### src/rtl/cpu_pkg.sv
// Shared definitions for the 19-bit core and its fetch stage.
package cpu_pkg;

  localparam int DATA_W   = 19;
  localparam int ADDR_W   = 14;
  localparam int OPCODE_W = 5;

  localparam logic [OPCODE_W-1:0] OP_JMP  = 5'h10;
  localparam logic [OPCODE_W-1:0] OP_BEQ  = 5'h11;
  localparam logic [OPCODE_W-1:0] OP_BNE  = 5'h12;
  localparam logic [OPCODE_W-1:0] OP_CALL = 5'h13;
  localparam logic [OPCODE_W-1:0] OP_RET  = 5'h14;

  typedef enum logic {
    FETCH = 1'b0,
    DRAIN = 1'b1
  } fetch_state_t;

endpackage

### src/rtl/fetch_queue.sv
// Small first-word-fall-through FIFO holding {pc, word} pairs for the fetch stage.
module fetch_queue #(
  parameter int WIDTH = 33,
  parameter int DEPTH = 4
) (
  input  logic                       clk,
  input  logic                       reset,
  input  logic                       push,
  input  logic [WIDTH-1:0]           push_data,
  input  logic                       pop,
  input  logic                       flush,
  output logic [$clog2(DEPTH+1)-1:0] count,
  output logic                       head_valid,
  output logic [WIDTH-1:0]           head_data
);

  localparam int PW = $clog2(DEPTH);
  localparam int CW = $clog2(DEPTH+1);

  logic [WIDTH-1:0] mem [DEPTH];
  logic [PW-1:0]    rd_ptr;
  logic [PW-1:0]    wr_ptr;
  logic             do_pop;

  assign head_valid = (count != '0);
  assign do_pop     = pop && head_valid;
  // Head is forced to zero when empty so the outputs have defined reset values.
  assign head_data  = head_valid ? mem[rd_ptr] : '0;

  always_ff @(posedge clk or posedge reset) begin
    if (reset) begin
      rd_ptr <= '0;
      wr_ptr <= '0;
      count  <= '0;
    end else if (flush) begin
      rd_ptr <= '0;
      wr_ptr <= '0;
      count  <= '0;
    end else begin
      if (push)   wr_ptr <= wr_ptr + PW'(1);
      if (do_pop) rd_ptr <= rd_ptr + PW'(1);
      case ({push, do_pop})
        2'b10:   count <= count + CW'(1);
        2'b01:   count <= count - CW'(1);
        default: count <= count;
      endcase
    end
  end

  always_ff @(posedge clk) begin
    if (push && !flush) mem[wr_ptr] <= push_data;
  end

endmodule

### src/rtl/instr_fetch_unit.sv
// Fetch stage: credit-limited sequential fetch, prefetch queue, redirect with stale-response drain.
module instr_fetch_unit
  import cpu_pkg::*;
#(
  parameter int DEPTH = 4
) (
  input  logic              clk,
  input  logic              reset,
  input  logic              redirect,
  input  logic [ADDR_W-1:0] redirect_pc,
  output logic              imem_req,
  output logic [ADDR_W-1:0] imem_addr,
  input  logic              imem_gnt,
  input  logic              imem_rvalid,
  input  logic [DATA_W-1:0] imem_rdata,
  output logic              instr_valid,
  output logic [DATA_W-1:0] instruction,
  output logic [ADDR_W-1:0] instr_pc,
  input  logic              instr_ready
);

  localparam int CW = $clog2(DEPTH+1);

  fetch_state_t        state;
  logic [ADDR_W-1:0]   fetch_pc;
  logic [ADDR_W-1:0]   resp_pc;
  logic [CW-1:0]       outstanding;
  logic [CW-1:0]       discard;
  logic [CW-1:0]       occupancy;
  logic [CW:0]         credit_used;
  logic [CW-1:0]       stale_total;
  logic [CW-1:0]       stale_next;
  logic                grant;
  logic                push;
  logic                pop;
  logic [ADDR_W+DATA_W-1:0] head;

  assign credit_used = {1'b0, occupancy} + {1'b0, outstanding};
  assign imem_req    = !reset && (state == FETCH) && !redirect && (credit_used < (CW+1)'(DEPTH));
  assign imem_addr   = fetch_pc;
  assign grant       = imem_req && imem_gnt;
  assign push        = imem_rvalid && (state == FETCH) && !redirect;
  assign pop         = instr_valid && instr_ready;

  // Only one of outstanding/discard is nonzero at any time, so the sum is the stale count.
  always_comb begin
    stale_total = outstanding + discard;
    stale_next  = stale_total;
    if (imem_rvalid && stale_total != '0) stale_next = stale_total - CW'(1);
  end

  always_ff @(posedge clk or posedge reset) begin
    if (reset) begin
      state       <= FETCH;
      fetch_pc    <= '0;
      resp_pc     <= '0;
      outstanding <= '0;
      discard     <= '0;
    end else if (redirect) begin
      fetch_pc    <= redirect_pc;
      resp_pc     <= redirect_pc;
      outstanding <= '0;
      discard     <= stale_next;
      state       <= (stale_next != '0) ? DRAIN : FETCH;
    end else begin
      case (state)
        FETCH: begin
          if (grant) fetch_pc <= fetch_pc + ADDR_W'(1);
          if (push)  resp_pc  <= resp_pc + ADDR_W'(1);
          case ({grant, push})
            2'b10:   outstanding <= outstanding + CW'(1);
            2'b01:   outstanding <= outstanding - CW'(1);
            default: outstanding <= outstanding;
          endcase
        end
        DRAIN: begin
          if (imem_rvalid) begin
            discard <= discard - CW'(1);
            if (discard == CW'(1)) state <= FETCH;
          end
        end
        default: state <= FETCH;
      endcase
    end
  end

  fetch_queue #(
    .WIDTH(ADDR_W + DATA_W),
    .DEPTH(DEPTH)
  ) u_queue (
    .clk       (clk),
    .reset     (reset),
    .push      (push),
    .push_data ({resp_pc, imem_rdata}),
    .pop       (pop),
    .flush     (redirect),
    .count     (occupancy),
    .head_valid(instr_valid),
    .head_data (head)
  );

  assign instr_pc    = head[ADDR_W+DATA_W-1:DATA_W];
  assign instruction = head[DATA_W-1:0];

endmodule

### config.mk
export PLATFORM = sky130hd
export DESIGN_NAME = instr_fetch_unit
export DESIGN_NICKNAME = d
export VERILOG_FILES = /design/src/rtl/cpu_pkg.sv /design/src/rtl/fetch_queue.sv /design/src/rtl/instr_fetch_unit.sv
export SDC_FILE = /design/constraint.sdc
export NUM_CORES = 1
export LEC_CHECK = 0
export BUFFER_PORTS_ARGS = -buffer_cell sky130_fd_sc_hd__buf_4
export CAP_MARGIN = 30
export CORE_ASPECT_RATIO = 1.4
export CORE_MARGIN = 1.5
export CORE_UTILIZATION = 37
export DETAILED_ROUTE_END_ITERATION = 8
export PLACE_DENSITY = 0.63
export SYNTH_ARGS = -nofsm -noshare
export SYNTH_HDL_FRONTEND = slang
export SYNTH_HIERARCHICAL = 1
export SYNTH_SLANG_ARGS = --single-unit
### constraint.sdc
create_clock -name clk -period 3.3 [get_ports clk]
set_input_delay 0.66 -clock clk [delete_from_list [all_inputs] [get_ports clk]]
set_output_delay 0.66 -clock clk [all_outputs]
set_load 0.01 [all_outputs]
==> run metrics, run 1 <==
Worst-path clk slew 0.07 ns; initial core utilization between 30% and 40%; Non-Filler Instances roughly 870; Max Clock Skew roughly 0.012 ns; Final setup viols 0; drt first pass iters 6; ys flop type edfxtp_1; crit-path max FO 27; RSZ-0062 raised after global routing false; Final ANT Viol Nets 0; cts repair resizes 0; port bufs slightly below 90; total power roughly 0.005 W; Final nets 660; post-route cell area approximately 9300 µm²; first-pass GRT wire length roughly 26000 µm; total CTS buffers 17; wire length per cell around 18 µm; Remaining Overflow, GRT 0; Core Box Area just over 20000 µm²; Critical Path Sink Type output port; Yosys warnings 6; CP Launch Type flip-flop; Total GRT Usage around 15%; DR vias/cell ~5.3; Worst Hold Class primary input to asynchronous set/reset pin; largest net degree at the start of global routing 41; Async SR Flop Fraction 24.1%; DP Area 8760 µm²; register area 5020 µm²; CTS H-tree lvls 4; Final Max Slew Viols 0; Final TNS setup 0 ns; Clock Path Buffers 2; Distinct cells, synth between 50 and 60; Max Cap Viol 0; leakage 3.39 nW; full die area 21900 µm²; initial antenna violation count 0; Hold Vio Cnt, Final 0; synthesized net count 563; crit path time final roughly 2.8 ns; Slew @ Worst Pin between 0.8 and 0.9 ns; I/O pin total 88; mean post-synth cell area between 15 and 20 µm²; routed wire length 15900 µm; vias in the first global route roughly 5000; Mapped Cells roughly 510; Vias ~4600; Slew HR ~46%; Die Span Y between 150 and 200 µm; Synth Cell Area ~8000 µm²; DRC 0; power density over cell area 545 nW/µm²; number of fillers in the final layout 1785; Worst VDD drop about 0.36 mV; CTS root buf clkbuf_16; die width around 130 µm; Area Growth Syn to Fin 19.1%; CTS sink cnt 174; sequential area share after synthesis 64.4%; CP Data Required Time ~2.6 ns; diode count 0; CTS tree done; WS Path Type flip-flop to output port; hold buffer count at CTS 0; #FFs+latches synth between 150 and 200; outcome finished, final reports clean; critical path arrival 2.18 ns; RD Place Congestion 0.863; number of flops mapped to enable cells by yosys roughly 130; fmax around 0.35 GHz; Post-CTS Setup Repair Bufs 0; layout cell share with drive strength beyond 1 around 27%; post-route clock period utilization between 80% and 90%; HPWL after DPL roughly 10000 µm; worst-skew pair later-pin latency between 0.4 and 0.5 ns; DP Cell Count 842; row count between 60 and 70; 1st-iter DRT viols 250; multi-input logic area approximately 2500 µm²
## report_power, final
group	switching [W]	internal [W]	total, W
combinational	0.000351	0.000332	0.000683
sequential	0.000126	0.00246	0.00259
clock	0.000824	0.000962	0.00179
total	0.00130	0.00376	0.00506
## Yosys cell counts (all sizes together), types with 2 or more instances
library cell,count,area (µm²)
edfxtp,132,3960
dfrtp,42,1050
and2,40,250
mux4,33,762
nand2,25,93.8
inv,22,82.6
nor2,20,75.1
o21ai,15,75.1
ha,13,163
clkbuf,12,45.0
xnor2,12,105
nand3,11,55.1
a21oi,10,50.1
buf,10,101
nand4,10,77.6
a31oi,9,56.3
xor2,8,70.1
nor2b,7,43.8
or4,7,52.6
or3,6,37.5
mux2,5,56.3
mux2i,5,50.1
nor4,5,46.3
o31a,5,43.8
and4,4,35.0
o31ai,4,35.0
fa,3,60.1
nand2b,3,18.8
nor3,3,15.0
o211ai,3,22.5
a211oi,2,15.0
a221oi,2,17.5
a311oi,2,17.5
a41oi,2,17.5
and3,2,12.5
nand3b,2,15.0
## flip-flops by register name (all words and copies together) (netlist names)
register	flops
u_queue/rd_ptr	2
imem_addr	14
u_queue/wr_ptr	2
outstanding	3
discard	3
u_queue/count	3
state	1
resp_pc	14
u_queue/mem	132
## worst paths after layout
check                                              start                            end  slack, ns  cells after the start
min in group clk                           imem_rdata[7]    u_queue/mem[3][7]$_DFFE_PP_       0.44                      1
min                                                reset     outstanding[2]$_DFFE_PP0P_       0.14                      2
max                        u_queue/rd_ptr[0]$_DFFE_PP0P_                 instruction[2]       0.46                      4
min reg2reg                u_queue/rd_ptr[1]$_DFFE_PP0P_  u_queue/rd_ptr[1]$_DFFE_PP0P_       0.55                      2
max reg2reg                 u_queue/count[1]$_DFFE_PP0P_     outstanding[2]$_DFFE_PP0P_       0.67                      8
max in group asynchronous                          reset         resp_pc[6]$_DFFE_PP0P_       2.51                      3
## through the flow
stage	hold WS, ns	worst slack [ns]	utilization [%]
after floorplan	0.463	0.480	-
after global placement	0.526	0.738	42.6
after detailed placement	0.537	0.649	42.6
after CTS	0.122	0.387	45.1
after global routing	0.133	0.315	45.1
final	0.142	0.459	45.1
## cell usage in the layout, fill, tap and decap left out, drive strengths merged, types with 6 or more instances in the layout
master / netlist / layout
a21oi: 10 / 10
a31oi: 9 / 9
and2: 40 / 40
buf: 10 / 100
clkbuf: 12 / 18
clkinv: 0 / 6
dfrtp: 42 / 42
edfxtp: 132 / 132
ha: 13 / 13
inv: 22 / 26
mux4: 33 / 33
nand2: 25 / 25
nand3: 11 / 11
nand4: 10 / 10
nor2: 20 / 20
nor2b: 7 / 7
o21ai: 15 / 15
or3: 6 / 6
or4: 7 / 7
xnor2: 12 / 12
xor2: 8 / 8
## kinds of logic (layout without fill, tap and decap cells)
group	Yosys count	after routing	synth area share, %
mux	43	43	11.1
simple gates	148	148	11.0
fa+ha+maj	16	16	2.86
xor+xnor	20	20	2.25
flops	174	174	64.4
compound gates	63	63	5.45
buf+inv	44	153	2.94
## worst max-delay path, cell delays in order, from the launching register on
cell,delay (ns)
dfrtp_2,0.57
buf_12,0.29
mux4_1,0.58
and2_1,0.18
buf_4,0.14
## layout make-up
class | instances | share of cell area [%]
Tap cell | 256 | 3.45
Inverter | 22 | 0.890
Clock buffer | 18 | 4.63
Timing Repair Buffer | 100 | 8.50
Multi-Input combinational cell | 290 | 27.5
Clock inverter | 13 | 0.998
Sequential cell | 174 | 54.1
## metal layers
metal  GRT usage [%]  routed length (µm)  vias up
met5               0                   0        -
met4            4.50                 195        0
met3            2.82                 691       21
met2            26.0                8180      130
met1            18.7                6830     2313
li1                -                   -     2156
Power figures use the tool's default switching activity.
==> run 2, diff against run 1 <==
CORE_ASPECT_RATIO = 0.75   (was 1.4)
==> run metrics, run 2 (synthesis results as in run 1) <==
leakage 3.41 nW; WS Path Type flip-flop to output port; CTS H-tree lvls 4; cts repair resizes 0; Worst Hold Class primary input to asynchronous set/reset pin; Hold Vio Cnt, Final 0; DP Cell Count between 800 and 900; DR vias/cell just over 5; power density over cell area around 560 nW/µm²; launch point of the worst path u_queue/rd_ptr[0]$_DFFE_PP0P_; Remaining Overflow, GRT 0; layout cell share with drive strength beyond 1 ~28%; Area Growth Syn to Fin 20.4%; hold buffer count at CTS 0; Max Clock Skew approximately 0.015 ns; critical path arrival approximately 2.1 ns; full die area between 20000 and 25000 µm²; Reg-to-Reg Start u_queue/count[1]$_DFFE_PP0P_; Post-CTS Setup Repair Bufs 0; RD Place Congestion just over 0.8; Final ANT Viol Nets 0; Total GRT Usage between 10% and 20%; Worst-path clk slew about 0.07 ns; routed wire length between 15000 and 20000 µm; worst reg2reg setup slack roughly 0.70 ns; max incr delay on CP 0.63 ns; Final Max Slew Viols 0; Final setup viols 0; I/O pin total just under 90; largest net degree at the start of global routing between 40 and 50; Reg2Reg Depth 8; initial antenna violation count 0; Core Box Area around 20000 µm²; initial core utilization roughly two fifths; Non-Filler Instances about 900; Largest Register u_queue/mem; CP Data Required Time 2.64 ns; Slew @ Worst Pin 0.822 ns; worst setup path end instr_pc[13]; Die Span Y roughly 130 µm; drt first pass iters 5; Worst VDD drop 0.324 mV; crit-path max FO 33; vias in the first global route roughly 4800; Critical Path Sink Type output port; worst-skew pair later-pin latency about 0.42 ns; total CTS buffers 17; DRC 0; Max Cap Viol 0; wire length per cell 17.6 µm; CTS root buf clkbuf_16; post-route clock period utilization roughly 80%; die width 171 µm; Final TNS setup 0 ns; 1st-iter DRT viols 343; HPWL after DPL 10100 µm; commonest non-fill, non-tap cell in the layout edfxtp_1; RSZ-0062 raised after global routing false; slowest CP cell mux4_1; max FFs per register approximately 130; Final nets 658; port bufs 87; CTS sink cnt 174; outcome finished, final reports clean; critical-path cell list buf_12 -> mux4_1 -> and2_1 -> buf_4; R2R Path End outstanding[2]$_DFFE_PP0P_; fmax around 0.37 GHz; Vias 4626; crit path time final ~2.7 ns; Slew HR ~44%; first-pass GRT wire length 25600 µm; CP Launch Type flip-flop; CTS tree done; most frequent cells in the layout 132 x edfxtp_1, 93 x buf_4, 41 x dfrtp_1; diode count 0; Clock Path Buffers 2; row count 45
run 2: cell count changes in the layout (fill, tap and decap cells not counted):
cell,delta
buf_4,-4
buf_12,+2
bufinv_16,+2
clkinv_1,-2
clkinv_2,-2
clkbuf_1,-1
inv_6,+1
inv_8,+1
run 2: worst max-delay path, delay by kind of cell (launching register included):
kind | cells | cell delay (ns)
buffers and inverters | 2 | 0.41
DFF | 1 | 0.40
muxes | 1 | 0.63
and+or+nand+nor | 1 | 0.18
run 2: worst min path at each step:
stage	cells past startpoint	slack, ns	to	from
global route	2	0.23	u_queue/rd_ptr[1]$_DFFE_PP0P_	reset
detailed placement	1	0.54	imem_addr[13]$_DFFE_PP0P_	imem_addr[13]$_DFFE_PP0P_
CTS	2	0.21	u_queue/count[0]$_DFFE_PP0P_	reset
finish	2	0.22	u_queue/wr_ptr[0]$_DFFE_PP0P_	reset
global placement	1	0.54	imem_addr[13]$_DFFE_PP0P_	imem_addr[13]$_DFFE_PP0P_
floorplan	1	0.46	u_queue/count[0]$_DFFE_PP0P_	reset
run 2: stage by stage:
stage | worst slack, ns | hold slack [ns] | utilization, % | power (W) | cell area (µm²)
after detailed placement | 0.642 | 0.537 | 43.1 | 0.00333 | 8800
after global placement | 0.723 | 0.538 | 43.1 | 0.00329 | 8800
after CTS | 0.526 | 0.209 | 45.9 | 0.00530 | 9380
after global routing | 0.468 | 0.229 | 45.9 | 0.00549 | 9380
final | 0.591 | 0.216 | 45.9 | 0.00526 | 9380
after floorplan | 0.480 | 0.463 | - | 0.00304 | 7790
run 2: final cells by class:
| class | instances | area [µm²] |
|---|---|---|
| Sequential cell | 174 | 5020 |
| Fill cell | 1785 | 11100 |
| Clock inverter | 13 | 155 |
| Timing Repair Buffer | 98 | 798 |
| Inverter | 22 | 82.6 |
| Multi-Input combinational cell | 290 | 2550 |
| Clock buffer | 17 | 425 |
| Tap cell | 282 | 353 |
run 2: layer usage:
metal / up-vias / global-route usage [%] / part of all wire (%)
li1: 2144 / - / -
met1: 2325 / 22.0 / 48
met2: 148 / 23.5 / 45
met3: 9 / 4.09 / 5.6
met4: 0 / 3.49 / 0.70
met5: - / 0 / 0
run 2: report_power, final:
part	internal [W]	total, W	switching (W)
clock network	0.00113	0.00198	0.000848
registers	0.00246	0.00259	0.000133
logic	0.000330	0.000687	0.000358
